**src/rtl/cpu_run_controller.sv**
```systemverilog
// Run sequencer for the single-cycle core: loads a length-prefixed program from the host,
// runs it under a watchdog, then streams a fixed data-memory window back to the host.
module cpu_run_controller #(
  parameter int          IMEM_WORDS = 256,
  parameter logic [31:0] DUMP_BASE  = 32'h0000_0000,
  parameter int          DUMP_BYTES = 64,
  parameter int          MAX_CYCLES = 1000000
) (
  input  logic        SYS_clk,
  input  logic        SYS_reset,
  input  logic        PC_data_valid,
  input  logic [7:0]  PC_data,
  input  logic        SYS_start_button,
  input  logic        CPU_halt,
  input  logic        transmitter_buffer_full,
  input  logic [7:0]  DMEM_dump_data,
  output logic        IMEM_write_enable,
  output logic [31:0] IMEM_write_address,
  output logic [31:0] IMEM_write_data,
  output logic        CPU_reset,
  output logic        execution_enable,
  output logic [31:0] DMEM_dump_address,
  output logic        DMEM_transmit_request,
  output logic [7:0]  DMEM_data_transmit,
  output logic        load_error,
  output logic        timeout,
  output logic [31:0] cycle_count,
  output logic [2:0]  ctrl_state
);

  localparam int IDX_W  = $clog2(IMEM_WORDS) + 1;
  localparam int DCNT_W = $clog2(DUMP_BYTES + 1);
  localparam logic [31:0]       IMEM_WORDS_L = 32'(IMEM_WORDS);
  localparam logic [31:0]       WDOG_LAST    = 32'(MAX_CYCLES - 1);
  localparam logic [DCNT_W-1:0] DUMP_LAST    = DCNT_W'(DUMP_BYTES - 1);

  typedef enum logic [2:0] {
    S_LEN        = 3'd0,
    S_LOAD       = 3'd1,
    S_WAIT_START = 3'd2,
    S_RUN        = 3'd3,
    S_DUMP       = 3'd4,
    S_DONE       = 3'd5,
    S_ERROR      = 3'd6
  } state_e;

  state_e            state_q;
  logic [1:0]        bcnt_q;
  logic [23:0]       asm_q;
  logic [IDX_W-1:0]  len_q;
  logic [IDX_W-1:0]  idx_q;
  logic [DCNT_W-1:0] sent_q;
  logic              start_prev_q;
  logic              imem_we_q;
  logic [31:0]       imem_addr_q;
  logic [31:0]       imem_data_q;
  logic              cpu_reset_q;
  logic              exec_q;
  logic [31:0]       dump_addr_q;
  logic              tx_req_q;
  logic [7:0]        tx_data_q;
  logic              load_error_q;
  logic              timeout_q;
  logic [31:0]       cycle_q;

  logic        start_edge;
  logic [31:0] word_d;
  logic [31:0] cycle_d;

  // Bytes shift in from the top, so after three bytes asm_q holds {b2,b1,b0}.
  assign start_edge = SYS_start_button & ~start_prev_q;
  assign word_d     = {PC_data, asm_q};
  assign cycle_d    = cycle_q + 32'd1;

  always_ff @(posedge SYS_clk) begin
    if (SYS_reset) begin
      state_q      <= S_LEN;
      bcnt_q       <= '0;
      asm_q        <= '0;
      len_q        <= '0;
      idx_q        <= '0;
      sent_q       <= '0;
      start_prev_q <= 1'b0;
      imem_we_q    <= 1'b0;
      imem_addr_q  <= '0;
      imem_data_q  <= '0;
      cpu_reset_q  <= 1'b0;
      exec_q       <= 1'b0;
      dump_addr_q  <= DUMP_BASE;
      tx_req_q     <= 1'b0;
      tx_data_q    <= '0;
      load_error_q <= 1'b0;
      timeout_q    <= 1'b0;
      cycle_q      <= '0;
    end else begin
      start_prev_q <= SYS_start_button;
      imem_we_q    <= 1'b0;
      cpu_reset_q  <= 1'b0;
      tx_req_q     <= 1'b0;
      case (state_q)
        S_LEN: begin
          if (PC_data_valid) begin
            asm_q  <= {PC_data, asm_q[23:8]};
            bcnt_q <= bcnt_q + 2'd1;
            if (bcnt_q == 2'd3) begin
              if (word_d == 32'd0) begin
                state_q <= S_WAIT_START;
              end else if (word_d > IMEM_WORDS_L) begin
                state_q      <= S_ERROR;
                load_error_q <= 1'b1;
              end else begin
                state_q <= S_LOAD;
                len_q   <= word_d[IDX_W-1:0];
                idx_q   <= '0;
              end
            end
          end
        end
        S_LOAD: begin
          if (PC_data_valid) begin
            asm_q  <= {PC_data, asm_q[23:8]};
            bcnt_q <= bcnt_q + 2'd1;
            if (bcnt_q == 2'd3) begin
              imem_we_q   <= 1'b1;
              imem_data_q <= word_d;
              imem_addr_q <= {{(30-IDX_W){1'b0}}, idx_q, 2'b00};
              idx_q       <= idx_q + IDX_W'(1);
              if (idx_q == len_q - IDX_W'(1)) state_q <= S_WAIT_START;
            end
          end
        end
        S_WAIT_START, S_DONE: begin
          if (start_edge) begin
            state_q     <= S_RUN;
            cpu_reset_q <= 1'b1;
            cycle_q     <= '0;
            timeout_q   <= 1'b0;
          end
        end
        S_RUN: begin
          // The first RUN cycle is the core reset cycle; execution starts after it.
          if (!exec_q) begin
            exec_q <= 1'b1;
          end else begin
            cycle_q <= cycle_d;
            if (CPU_halt || cycle_d == WDOG_LAST) begin
              state_q     <= S_DUMP;
              exec_q      <= 1'b0;
              dump_addr_q <= DUMP_BASE;
              sent_q      <= '0;
              timeout_q   <= ~CPU_halt;
            end
          end
        end
        S_DUMP: begin
          // A request cycle is always followed by an idle cycle so TX sees full in time.
          if (!transmitter_buffer_full && !tx_req_q) begin
            tx_data_q   <= DMEM_dump_data;
            tx_req_q    <= 1'b1;
            dump_addr_q <= dump_addr_q + 32'd1;
            sent_q      <= sent_q + DCNT_W'(1);
            if (sent_q == DUMP_LAST) state_q <= S_DONE;
          end
        end
        S_ERROR: begin
          state_q <= S_ERROR;
        end
        default: begin
          state_q <= S_ERROR;
        end
      endcase
    end
  end

  assign IMEM_write_enable     = imem_we_q;
  assign IMEM_write_address    = imem_addr_q;
  assign IMEM_write_data       = imem_data_q;
  assign CPU_reset             = cpu_reset_q;
  assign execution_enable      = exec_q;
  assign DMEM_dump_address     = dump_addr_q;
  assign DMEM_transmit_request = tx_req_q;
  assign DMEM_data_transmit    = tx_data_q;
  assign load_error            = load_error_q;
  assign timeout               = timeout_q;
  assign cycle_count           = cycle_q;
  assign ctrl_state            = state_q;

endmodule

```
**config.mk**
```make
export PLATFORM = sky130hd
export DESIGN_NAME = cpu_run_controller
export DESIGN_NICKNAME = d
export VERILOG_FILES = /design/src/rtl/cpu_run_controller.sv
export SDC_FILE = /design/constraint.sdc
export NUM_CORES = 1
export LEC_CHECK = 0
export ABC_AREA = 1
export BUFFER_PORTS_ARGS = -buffer_cell sky130_fd_sc_hd__buf_2
export CORE_MARGIN = 1.5
export CORE_UTILIZATION = 48
export CTS_CLUSTER_DIAMETER = 80
export DETAILED_ROUTE_END_ITERATION = 6
export PLACE_DENSITY = 0.69
export SLEW_MARGIN = 5
export SYNTH_ARGS = -nofsm -noshare
export SYNTH_HDL_FRONTEND = slang
export SYNTH_SLANG_ARGS = --single-unit
```
**constraint.sdc**
```tcl
create_clock -name SYS_clk -period 3.4 [get_ports SYS_clk]
set_clock_uncertainty 0.1 [all_clocks]
set_input_delay 0.17 -clock SYS_clk [delete_from_list [all_inputs] [get_ports SYS_clk]]
set_output_delay 0.17 -clock SYS_clk [all_outputs]
set_load 0.02 [all_outputs]
```
# Word level (Yosys, flattened, before mapping)
# Index checks and enable logic that the tools add are counted.
# totals
in_bits,22
elab_cells,119
output_inout_bits,145
reg_bits,174
# op_classes
bitwise,9
magnitude_cmp,1
reduce_logical,24
mux,40
add_sub_neg,6
n_eq_ne,21
# ops
op,count
$mux 32,5
$pmux 32 s2,2
$add 32x1->32 const B,2
$mux 9,6
$mux 3,12
$eq 32x20->1 const B,1
$gt 32x9->1 const B,1
$logic_not 32->1,1
$ne 2x2->1 const B,12
$mux 7,3
$pmux 9 s2,1
$pmux 3 s5,1
$pmux 7 s2,1
$reduce_and 10->1,1
$reduce_and 5->1,2
$add 9x1->9 const B,1
$eq 9x9->1,1
$sub 9x1->9 const B,1
$mux 1,8
$not 1->1,8
$reduce_and 4->1,2
$reduce_or 2->1,4
$add 7x1->7 const B,1
$eq 7x6->1 const B,1
other kinds (16),23

# Depth between registers and ports, before layout
# Gate-level depths: netlist (run 1).
# logic_depth
ltp_word,6
depth_mapped,18
mapped_depth_nobuf,17

# Worst setup path after synthesis (run 1)
# No wires, ideal clock.
# synth_timing
kind,register -> register
start,"reg cycle_q[1], in the netlist cycle_count[1]"
end,"reg dump_addr_q[28], in the netlist DMEM_dump_address[28]"
path_buffers,2
stages_incl_launch_ff,19
synth_period_minus_slack_ns,2.506
required_ns,3.168
arrival_ns,2.274
setup_slack_ns,0.894
setup_time_ns,0.132
path_cell_list,dfxtp_1 -> ha_1 -> nand2_1 -> nor2_4 -> nand2_2 -> nor2_4 -> nand2_1 -> nand2_1 -> nand2_1 -> nor2_1 -> nand2_1 -> nor2_1 -> nand3_1 -> nand2_2 -> nand3_2 -> buf_6 -> buf_6 -> nand2_1 -> a21oi_1
# synth_between
elab_chain_len,5
# synth_lines
element,line,text
start: declaration,64,logic [31:0] cycle_q;
start signal: assignment,145,cycle_q <= cycle_d;
$add 32x1->32,73,assign cycle_d = cycle_q + 32'd1;
$eq 32x20->1,146,if (CPU_halt || cycle_d == WDOG_LAST) begin
$logic_or 1x1->1,146,
$ne 2x2->1 (no line),-,
$reduce_and 4->1 (no line),-,
end signal: assignment,160,dump_addr_q <= dump_addr_q + 32'd1;
end: declaration,59,logic [31:0] dump_addr_q;
# No other way between the ends.
# A chain may end at the register's enable or synchronous reset.

# Worst setup path in the final report (run 1)
# layout_timing
start,"reg cycle_q[1], in the netlist cycle_count[1]"
end,"reg state_q[2], in the netlist ctrl_state[2]"
# layout_between
elab_chain_len,5
# layout_lines
element,line,text
$add 32x1->32,73,
$eq 32x20->1,146,
$logic_or 1x1->1,146,
$ne 2x2->1 (no line),-,
$reduce_and 10->1 (no line),-,
end signal: assignment,147,state_q <= S_DUMP;
end signal: assignment,162,if (sent_q == DUMP_LAST) state_q <= S_DONE;
end signal: assignment,166,state_q <= S_ERROR;
end: declaration,47,state_e state_q;
# No other way between the ends.

==> flow_metrics.py, run 1 <==
metrics = {
    "die": {
        "design.die.area_um2": 19820,
        "rows": 50,
        "ios": 167,
        "floorplan.core_area_um2": 18640,
        "floorplan.die.width_um": 140.8,
        "overall_die_height_um": 140.8,
        "initial_core_util_pct": 48.89,
    },
    "critical_path": {
        "critical_path_class": "register to register",
        "endpoint_kind": "register",
        "worst_ep_arrival_time_ns": 3.13,
        "r2r-start": "cycle_count[1]",
        "worstSetupStartpointType": "register",
        "worst-endpoint-required_ns": 3.68,
        "critical_path_peak_fanout": 22,
        "cp_num_buf_inv": 1,
        "r2r_end": "ctrl_state[2]",
        "r2r_slack_ns": 0.56,
        "critical-path-top-delay-family": "simple AND/OR/NAND/NOR gates",
        "critical_path_cell_list": "ha_1 -> nand2_1 -> nor2_4 -> nand3_1 -> o21bai_1 -> nand2_1 -> nor2_1 -> nand2_1 -> nor2_1 -> nand3_1 -> nand2_2 -> buf_4 -> nand3_1 -> nand2_1 -> nand2_1 -> nor2_1",
        "timing.reg2reg.worst_path_depth": 16,
        "largest_stage_delay_on_the_critical_path_ns": 0.44,
        "critical-path-top-cell-by-count": "sky130_fd_sc_hd__nand2_1",
        "critical_path.slowest_cell": "sky130_fd_sc_hd__dfxtp_1",
    },
    "clock_tree": {
        "clock_sink_count": 174,
        "cts-resized-gates": 0,
        "clkLatencyLatePin_ns": 0.44,
        "path_clk_slew_ns": 0.08,
        "cts.path.max_buffers": 2,
        "cts_tree": "done",
        "cts_made_buffers": 17,
        "root_buffer": "sky130_fd_sc_hd__clkbuf_16",
        "ctsHtreeMaxLevel": 4,
        "postCtsHoldBufs": 19,
        "cts_setup_buffers": 0,
    },
    "synthesis": {
        "synth_simple_gate_area_share_pct": 34.13,
        "ys_seq_area_share_pct": 38.22,
        "postSynthRegisterBits": 174,
        "syn-cell-area_um2": 9114,
        "xor_xnor_cell_area_share_of_the_yosys_netlist_pct": 5.780,
        "yosysWarningCount": 0,
        "synth.mux.area_fraction_pct": 0,
        "largest_family_of_logic_cells_by_synthesized_area": "simple AND/OR/NAND/NOR gates",
        "syn_inst": 1370,
        "synthDistinctLibCells": 35,
        "yosys.area_share.adder_pct": 0.9610,
        "postSynthAreaPerCell_um2": 6.652,
        "synth_compound_gate_area_share_pct": 12.00,
    },
    "timing": {
        "setup-violations-final": 0,
        "fin_crit_ns": 2.845,
        "worst_pin_slew_ns": 1.175,
        "report.final.hold_viol_count": 0,
        "rsz0062_at_grt": "no",
        "worst_slew_margin_rel_pct": 21.61,
        "report.final.slew_viol_count": 0,
        "fin_crit_sh_pct": 83.67,
        "totalNegativeSetupSlack_ns": 0,
        "maxClockFrequency_mhz": 351.5,
    },
    "global_route": {
        "global_route.overflow_total": 0,
        "grt_max_degree": 102,
        "number_of_global_route_vias_before_repair": 8155,
        "wire_length_of_the_first_global_routing_pass_mm": 39.35,
        "gr-usage-all-layers_pct": 23.97,
        "grt_antenna_before_repair": 0,
    },
    "power_and_ir_drop": {
        "cellPowerDensity_nw_per_um2": 493.2,
        "peakVddDrop_mv": 0.3893,
        "power.static_leakage_nw": 4.405,
    },
    "layout": {
        "area_delta_synth_final_pct": 17.61,
        "layout.nets": 1531,
        "multiInputGateArea_um2": 4910,
        "antenna_cells": 0,
        "leading_cell_type_in_the_layout_fill_and_taps_excluded": "sky130_fd_sc_hd__nand2_1",
        "share_of_the_core_filled_with_cells_in_the_final_layout_pct": 57.50,
        "ff_latch_area_um2": 3483,
        "commonest_cells_after_routing_fill_and_taps_aside": "sky130_fd_sc_hd__nand2_1 (322), sky130_fd_sc_hd__nor2_1 (248), sky130_fd_sc_hd__dfxtp_1 (174), sky130_fd_sc_hd__buf_2 (142), sky130_fd_sc_hd__a21oi_1 (118)",
        "layout-drive-gt1-share_pct": 13.73,
        "filler_cell_count": 1789,
    },
    "hold_path": {
        "hold_path_cells": 5,
        "hold_class": "primary input to register",
        "hold_start": "transmitter_buffer_full",
        "terminating_pin_of_the_worst_hold_path": "DMEM_data_transmit[1]",
    },
    "route": {
        "detail_route.iter0.violations": 565,
        "drt_drc_violations_left": 6,
        "totalWireLength_mm": 23.51,
        "drt-wirelength-per-cell_um": 13.44,
        "viasPerCell": 5.195,
        "drt-pass1-iter-count": 7,
        "vias": 9086,
        "antenna_left": 0,
    },
    "flow_run": {
        "maxCapViolations": 0,
    },
    "outcome": {
        "violations": "DRC",
        "status": "complete, but fails checks",
    },
    "placement": {
        "port_buffers": 143,
        "gp_congestion": 1.014,
        "dp_hpwl_mm": 16.16,
    },
}
## worst max-delay path by stage
stage                    from  slack [ns]  cells past startpoint                     to
2_1_floorplan  cycle_count[1]        0.89                     18  DMEM_dump_address[28]
3_3_place_gp   cycle_count[1]        0.69                     17          ctrl_state[1]
3_5_place_dp   cycle_count[1]        0.59                     18          ctrl_state[2]
4_1_cts        cycle_count[1]        0.56                     18          ctrl_state[2]
5_1_grt        cycle_count[1]        0.19                     18          ctrl_state[0]
6_report       cycle_count[1]        0.56                     16          ctrl_state[2]
## per-layer routing
layer	vias to the layer above	part of all wire [%]	track usage [%]
met2	271	46	39.28
met4	0	1.8	8.333
met5	-	0	0
met1	4108	47	32.33
li1	4669	-	-
met3	38	5.0	3.499
## cells by family after synthesis
| kind of cell | Yosys count |
|---|---|
| simple gates | 735 |
| compound gates | 210 |
| buf+inv | 186 |
| flops | 174 |
| xor+xnor | 57 |
| fa+ha+maj | 7 |
| other cells | 1 |
## sequential cells by signal (all words and copies together) (netlist names), 2 cells and up
name / count
ctrl_state: 3
DMEM_dump_address: 32
IMEM_write_data: 32
idx_q: 9
cycle_count: 32
sent_q: 7
len_q: 9
DMEM_data_transmit: 8
asm_q: 24
IMEM_write_address: 9
bcnt_q: 2
## synth_stat cells, drive strengths merged
library cell | count | share of area (%)
a22oi | 1 | 0.082
nand4 | 53 | 3.6
a21oi | 119 | 6.6
nor3 | 18 | 0.99
a211oi | 9 | 0.74
clkinv | 1 | 0.041
xor2 | 31 | 3.0
nand3b | 7 | 0.58
clkbuf | 52 | 2.1
inv | 99 | 4.1
o21bai | 3 | 0.25
nor4 | 11 | 0.76
a31oi | 1 | 0.069
buf | 34 | 2.6
o22ai | 1 | 0.069
nor2 | 257 | 11
o221ai | 1 | 0.096
dfxtp | 174 | 38
nor3b | 1 | 0.082
xnor2 | 24 | 2.3
xnor3 | 2 | 0.49
conb | 1 | 0.041
nand2 | 325 | 13
nand3 | 59 | 3.3
or2 | 4 | 0.27
o21ai | 75 | 4.1
ha | 7 | 0.96
## layout make-up
| class | count | area share, % |
|---|---|---|
| Inverter | 100 | 3.502 |
| Clock buffer | 17 | 3.969 |
| Sequential cell | 174 | 32.50 |
| Clock inverter | 15 | 1.973 |
| Timing Repair Buffer | 177 | 9.525 |
| Tap cell | 234 | 2.731 |
| Multi-Input combinational cell | 1032 | 45.80 |
## report_power, final
part	switching, W	internal [W]
sequential	0.000103	0.00216
clock	0.00101	0.00101
combinational	0.000730	0.000279
## through the flow
| step | hold WS, ns | power [W] | cell area [um^2] | cells | setup WS [ns] |
|---|---|---|---|---|---|
| global route | 0.09262 | 0.005536 | 10720 | 1749 | 0.1928 |
| detailed placement | 0.2725 | 0.003293 | 9892 | 1698 | 0.5894 |
| finish | 0.07344 | 0.005287 | 10720 | 1749 | 0.5552 |
| global placement | 0.2738 | 0.003279 | 9892 | 1698 | 0.6901 |
| CTS | 0.06658 | 0.005319 | 10720 | 1749 | 0.5612 |
| floorplan | 0.1905 | 0.003033 | 9196 | 1392 | 0.8939 |
## tightest hold or removal path, stage by stage
cell and delay [ns]:
sky130_fd_sc_hd__buf_2 0.07, sky130_fd_sc_hd__nor2_1 0.03, sky130_fd_sc_hd__buf_4 0.16, sky130_fd_sc_hd__nand3_1 0.08, sky130_fd_sc_hd__a21oi_1 0.06
Note: power is estimated with default switching activity, not from simulation.
==> inputs of run 2 (changes only) <==
Settings changed: PLACE_DENSITY 0.69 to 0.72.
Clock period 3.4 ns to 2.4 ns, I/O delays scaled along.
==> run 2 against run 1 <==
Compared with the run above: the run ends with setup timing left; utilization up 5.8 points; combinational power up 63%; setup slack worse by 0.79 ns; count of clock-buffer cells in the layout unchanged; sequential cell count unchanged; total power up 48%; critical endpoint is now DMEM_dump_address[2]; largest cell class unchanged; highest routed layer unchanged.
==> flow_metrics.py, run 2 (synthesized netlist as in run 1, its figures left out) <==
metrics = {
    "global_route": {
        "number_of_global_route_vias_before_repair": 8896,
        "gr-usage-all-layers_pct": 26.59,
        "met2_routing_resource_usage_after_global_routing_pct": 43.12,
        "wire_length_of_the_first_global_routing_pass_mm": 43.17,
        "global_route.overflow_total": 0,
        "grt_antenna_before_repair": 0,
        "use_met3_pct": 4.823,
        "global_route.peak_usage_layer": "met2",
        "global_route.usage.met1_pct": 35.50,
        "grt_max_degree": 103,
    },
    "critical_path": {
        "r2r-start": "cycle_count[10]",
        "critical_path_cell_list": "buf_4 -> nand2_1 -> nor2_2 -> nand2_1 -> nor2_4 -> nand2_1 -> nand2_1 -> nand2_1 -> nor2_1 -> nand2_1 -> nor2_1 -> nand3_2 -> nand2_2 -> buf_6 -> nand3_4 -> buf_12 -> nand2_1 -> a21oi_1",
        "worst_ep_arrival_time_ns": 2.84,
        "critical_path_peak_fanout": 20,
        "critical-path-top-cell-by-count": "sky130_fd_sc_hd__nand2_1",
        "startpoint": "cycle_count[10]",
        "r2r_slack_ns": -0.23,
        "endpoint_kind": "register",
        "worstSetupStartpointType": "register",
        "timing.reg2reg.worst_path_depth": 18,
        "crit_end": "DMEM_dump_address[2]",
        "worst-endpoint-required_ns": 2.61,
        "r2r_end": "DMEM_dump_address[2]",
        "largest_stage_delay_on_the_critical_path_ns": 0.37,
        "critical_path.slowest_cell": "sky130_fd_sc_hd__dfxtp_1",
        "critical_path_class": "register to register",
    },
    "die": {
        "floorplan.core_area_um2": 18640,
        "overall_die_height_um": 140.8,
        "rows": 50,
        "ios": 167,
        "initial_core_util_pct": 48.89,
        "design.die.area_um2": 19820,
        "floorplan.die.width_um": 140.8,
    },
    "route": {
        "antenna_left": 0,
        "drt_drc_violations_left": 0,
        "vias": 9610,
        "drt-pass1-iter-count": 5,
        "drt-wirelength-per-cell_um": 14.23,
        "detail_route.iter0.violations": 574,
        "totalWireLength_mm": 26.05,
        "viasPerCell": 5.248,
    },
    "power_and_ir_drop": {
        "total_power_of_the_final_layout_w": 0.007803,
        "peakVddDrop_mv": 0.5585,
        "cellPowerDensity_nw_per_um2": 661.5,
        "power.static_leakage_nw": 4.978,
    },
    "layout": {
        "leading_cell_type_in_the_layout_fill_and_taps_excluded": "sky130_fd_sc_hd__nand2_1",
        "filler_cell_count": 1661,
        "antenna_cells": 0,
        "area_delta_synth_final_pct": 29.43,
        "commonest_cells_after_routing_fill_and_taps_aside": "sky130_fd_sc_hd__nand2_1 (296), sky130_fd_sc_hd__nor2_1 (237), sky130_fd_sc_hd__dfxtp_1 (166), sky130_fd_sc_hd__buf_2 (142), sky130_fd_sc_hd__a21oi_1 (117)",
        "layout-drive-gt1-share_pct": 21.92,
        "layout.nets": 1613,
        "share_of_the_core_filled_with_cells_in_the_final_layout_pct": 63.28,
    },
    "placement": {
        "dp_hpwl_mm": 17.01,
        "port_buffers": 143,
        "gp_congestion": 0.9372,
        "detailedPlace.worstSlack_ns": -0.1894,
    },
    "timing": {
        "fin_crit_sh_pct": 109.6,
        "worst_slack_ns": -0.2301,
        "setup-violations-final": 44,
        "totalNegativeSetupSlack_ns": -8.877,
        "rsz0062_at_grt": "yes",
        "maxClockFrequency_mhz": 380.2,
        "report.final.hold_viol_count": 0,
        "worst_slew_margin_rel_pct": 59.21,
        "report.final.slew_viol_count": 0,
        "hold_ws_ns": 0.04150,
        "fin_crit_ns": 2.630,
        "worst_pin_slew_ns": 0.6112,
    },
    "outcome": {
        "status": "complete, but fails checks",
        "violations": "setup timing",
    },
    "clock_tree": {
        "clkLatencyLatePin_ns": 0.45,
        "cts_made_buffers": 17,
        "path_clk_slew_ns": 0.08,
        "root_buffer": "sky130_fd_sc_hd__clkbuf_16",
        "ctsHtreeMaxLevel": 4,
        "clock_sink_count": 174,
        "cts.path.max_buffers": 2,
        "cts_tree": "done",
    },
    "flow_run": {
        "maxCapViolations": 0,
    },
    "hold_path": {
        "hold_path_cells": 5,
        "hold_class": "primary input to register",
    },
}
run 2: cell count changes in the layout (fill, tap and decap cells not counted), sizes merged:
cell	previous run	this run
buf	158	238
clkbuf	17	19
clkinv	10	12
clkinvlp	2	0
run 2: worst max-delay path: cells and delay by family (launching register included):
family,cells,cell delay [ns]
buf+inv,3,0.50
simple gates,14,1.44
compound gates,1,0.06
flops,1,0.37
run 2: what timing repair did:
action	4_1_cts	5_1_grt
resized for setup	47	44
hold endpoints to repair	29	0
gates cloned	3	2
buffers inserted	12	4
pin swaps	20	5
endpoints found under the setup margin	44	76
hold buffers	19	0
run 2: worst min path at each step:
stage	start	slack, ns	to
after floorplan	SYS_start_button	0.14	start_prev_q
after global placement	SYS_start_button	0.28	start_prev_q
after detailed placement	SYS_start_button	0.29	start_prev_q
after CTS	transmitter_buffer_full	0.04	DMEM_data_transmit[7]
after global routing	transmitter_buffer_full	0.06	DMEM_data_transmit[7]
final	transmitter_buffer_full	0.04	DMEM_transmit_request
run 2: cell type report:
| type | instances | area (um^2) | share of cell area [%] |
|---|---|---|---|
| flip-flops and latches | 174 | 3496 | 29.64 |
| inverters | 100 | 375.4 | 3.182 |
| repair buffers | 259 | 1807 | 15.32 |
| clock inverters | 15 | 229.0 | 1.941 |
| multi-input cells | 1032 | 5171 | 43.84 |
| well taps | 234 | 292.8 | 2.482 |
| clock buffers | 17 | 425.4 | 3.606 |
run 2: report_power, final:
part / switching, W / internal [W]
sequential: 0.000153 / 0.00305
clock: 0.00149 / 0.00146
combinational: 0.00112 / 0.000529
run 2: routing by layer:
layer / vias up / routed length [um]
met3: 49 / 1545
met1: 4400 / 11750
met2: 325 / 12080
li1: 4836 / -
met5: - / 0
met4: 0 / 667
run 2: metrics by stage:
stage	cell area [um^2]	std cells
6_report	11800	1831
5_1_grt	11800	1831
4_1_cts	11590	1825
3_5_place_dp	10390	1759
3_3_place_gp	10390	1759
2_1_floorplan	9199	1392
==> inputs of run 3 (changes only) <==
Settings changed: PLACE_DENSITY 0.72 to 0.69.
Clock period 2.4 ns to 2.85 ns, I/O delays scaled along.
==> run 3 against run 2 <==
Compared with the run above: the flow now finishes without violations; count of clock-buffer cells in the layout unchanged; clock power down 18%; sequential power fell by 16%; die area is the same; combinational power down 27%; worst hold slack got worse by 0.0045 ns; cell count fell by 4.0%; global-route usage is 2.5 points lower; critical path type unchanged.
==> flow_metrics.py, run 3 (synthesized netlist as in run 1, its figures left out) <==
metrics = {
    "outcome": {
        "status": "finished, final reports clean",
    },
    "global_route": {
        "grt_antenna_before_repair": 0,
        "number_of_global_route_vias_before_repair": 8120,
        "wire_length_of_the_first_global_routing_pass_mm": 39.58,
        "global_route.overflow_total": 0,
        "grt_max_degree": 69,
        "gr-usage-all-layers_pct": 24.10,
    },
    "timing": {
        "setup-violations-final": 0,
        "fin_crit_sh_pct": 92.82,
        "totalNegativeSetupSlack_ns": 0,
        "report.final.slew_viol_count": 0,
        "report.final.hold_viol_count": 0,
        "fin_crit_ns": 2.645,
        "worst_pin_slew_ns": 1.160,
        "rsz0062_at_grt": "no",
        "maxClockFrequency_mhz": 378.0,
        "worst_slew_margin_rel_pct": 22.56,
    },
    "route": {
        "viasPerCell": 5.114,
        "drt_drc_violations_left": 0,
        "totalWireLength_mm": 23.70,
        "vias": 8990,
        "drt-wirelength-per-cell_um": 13.48,
        "antenna_left": 0,
        "drt-pass1-iter-count": 4,
        "detail_route.iter0.violations": 545,
    },
    "clock_tree": {
        "cts_made_buffers": 17,
        "root_buffer": "sky130_fd_sc_hd__clkbuf_16",
        "cts.path.max_buffers": 2,
        "path_clk_slew_ns": 0.08,
        "clock_sink_count": 174,
        "cts_tree": "done",
        "ctsHtreeMaxLevel": 4,
        "clkLatencyLatePin_ns": 0.44,
    },
    "layout": {
        "stdcell_count": 1758,
        "antenna_cells": 0,
        "area_delta_synth_final_pct": 18.70,
        "filler_cell_count": 1843,
        "layout-drive-gt1-share_pct": 14.50,
        "ff_latch_area_um2": 3486,
        "stdcell_area_um2": 10820,
        "layout.nets": 1540,
        "commonest_cells_after_routing_fill_and_taps_aside": "sky130_fd_sc_hd__nand2_1 (322), sky130_fd_sc_hd__nor2_1 (247), sky130_fd_sc_hd__dfxtp_1 (172), sky130_fd_sc_hd__buf_2 (142), sky130_fd_sc_hd__a21oi_1 (118)",
        "share_of_the_core_filled_with_cells_in_the_final_layout_pct": 58.03,
        "multiInputGateArea_um2": 4917,
        "leading_cell_type_in_the_layout_fill_and_taps_excluded": "sky130_fd_sc_hd__nand2_1",
    },
    "hold_path": {
        "hold_start": "SYS_reset",
        "hold_class": "primary input to register",
    },
    "critical_path": {
        "critical_path.slowest_cell": "sky130_fd_sc_hd__dfxtp_2",
        "worst-endpoint-required_ns": 3.05,
        "critical-path-top-cell-by-count": "sky130_fd_sc_hd__nand2_1",
        "worst_ep_arrival_time_ns": 2.85,
        "critical_path_peak_fanout": 39,
        "cp_num_buf_inv": 2,
        "endpoint_kind": "register",
        "startpoint": "cycle_count[1]",
        "worstSetupStartpointType": "register",
        "critical_path_class": "register to register",
        "largest_stage_delay_on_the_critical_path_ns": 0.38,
        "r2r-start": "cycle_count[1]",
        "critical-path-top-delay-family": "simple AND/OR/NAND/NOR gates",
        "critical_path_cell_list": "ha_1 -> nand2_1 -> nor2_4 -> buf_4 -> xor2_1 -> nand3b_1 -> nor2_1 -> nand2_1 -> nor2_1 -> nand3_1 -> nand2_4 -> nand3_2 -> buf_12 -> nand2_1 -> a21oi_1",
    },
    "die": {
        "design.die.area_um2": 19820,
        "rows": 50,
        "initial_core_util_pct": 48.89,
        "ios": 167,
        "overall_die_height_um": 140.8,
        "floorplan.die.width_um": 140.8,
        "floorplan.core_area_um2": 18640,
    },
    "power_and_ir_drop": {
        "cellPowerDensity_nw_per_um2": 584.9,
        "power.static_leakage_nw": 4.477,
        "total_power_of_the_final_layout_w": 0.006327,
        "peakVddDrop_mv": 0.4585,
    },
    "placement": {
        "post-place-cells": 1707,
        "port_buffers": 143,
        "gp_congestion": 0.9834,
        "post_dp_cell_area_um2": 9972,
        "dp_hpwl_mm": 16.45,
    },
    "flow_run": {
        "maxCapViolations": 0,
    },
}
-- run 3: cell count changes in the layout (fill, tap and decap cells not counted), sizes merged --
cell,change
dlygate4sd3,-1
clkbuf,-2
inv,+3
clkinv,-3
buf,-70
-- run 3: final timing paths --
check / depth (start not counted) / slack (ns) / endpoint
max: 15 / 0.20 / DMEM_dump_address[6]
min: 2 / 0.04 / idx_q[1]
max reg2reg: 15 / 0.20 / DMEM_dump_address[6]
min reg2reg: 2 / 0.36 / timeout
-- run 3: repair_timing --
action,4_1_cts,5_1_grt
setup buffers,0,1
setup endpoints to repair,0,42
hold buffers,18,0
gates resized for setup,0,9
endpoints found under the hold margin,26,0
-- run 3: worst register-to-register path, cell delays in order (launching register included) --
cell and delay [ns]:
sky130_fd_sc_hd__dfxtp_2 0.38, sky130_fd_sc_hd__ha_1 0.19, sky130_fd_sc_hd__nand2_1 0.10, sky130_fd_sc_hd__nor2_4 0.21, sky130_fd_sc_hd__buf_4 0.15, sky130_fd_sc_hd__xor2_1 0.18
sky130_fd_sc_hd__nand3b_1 0.14, sky130_fd_sc_hd__nor2_1 0.14, sky130_fd_sc_hd__nand2_1 0.06, sky130_fd_sc_hd__nor2_1 0.15, sky130_fd_sc_hd__nand3_1 0.15, sky130_fd_sc_hd__nand2_4 0.14
sky130_fd_sc_hd__nand3_2 0.10, sky130_fd_sc_hd__buf_12 0.19, sky130_fd_sc_hd__nand2_1 0.09, sky130_fd_sc_hd__a21oi_1 0.06
-- run 3: layout make-up --
class	count	share of cell area [%]
multi-input cells	1032	45.45
repair buffers	186	10.31
inverters	100	3.470
clock buffers	17	3.932
flip-flops and latches	174	32.22
clock inverters	15	1.908
well taps	234	2.706
-- run 3: per-stage QoR --
stage	hold WS [ns]	setup slack, ns
after detailed placement	0.3031	0.1610
after global placement	0.2983	0.2312
after floorplan	0.1630	0.3439
after CTS	0.04113	0.1287
final	0.03701	0.2045
after global routing	0.07526	0.01135
-- run 3: routing by layer --
metal | track usage, % | wire length [um]
met1 | 33.13 | 11270
met2 | 38.99 | 10910
met5 | 0 | 0
met4 | 6.524 | 316
met3 | 4.314 | 1204
-- run 3: power by group --
group | total, W | leakage [nW] | switching, W | internal [W]
Sequential | 0.00270 | 1.41 | 0.000122 | 0.00257
Clock | 0.00242 | 0.304 | 0.00121 | 0.00121
Combinational | 0.00121 | 2.76 | 0.000870 | 0.000340
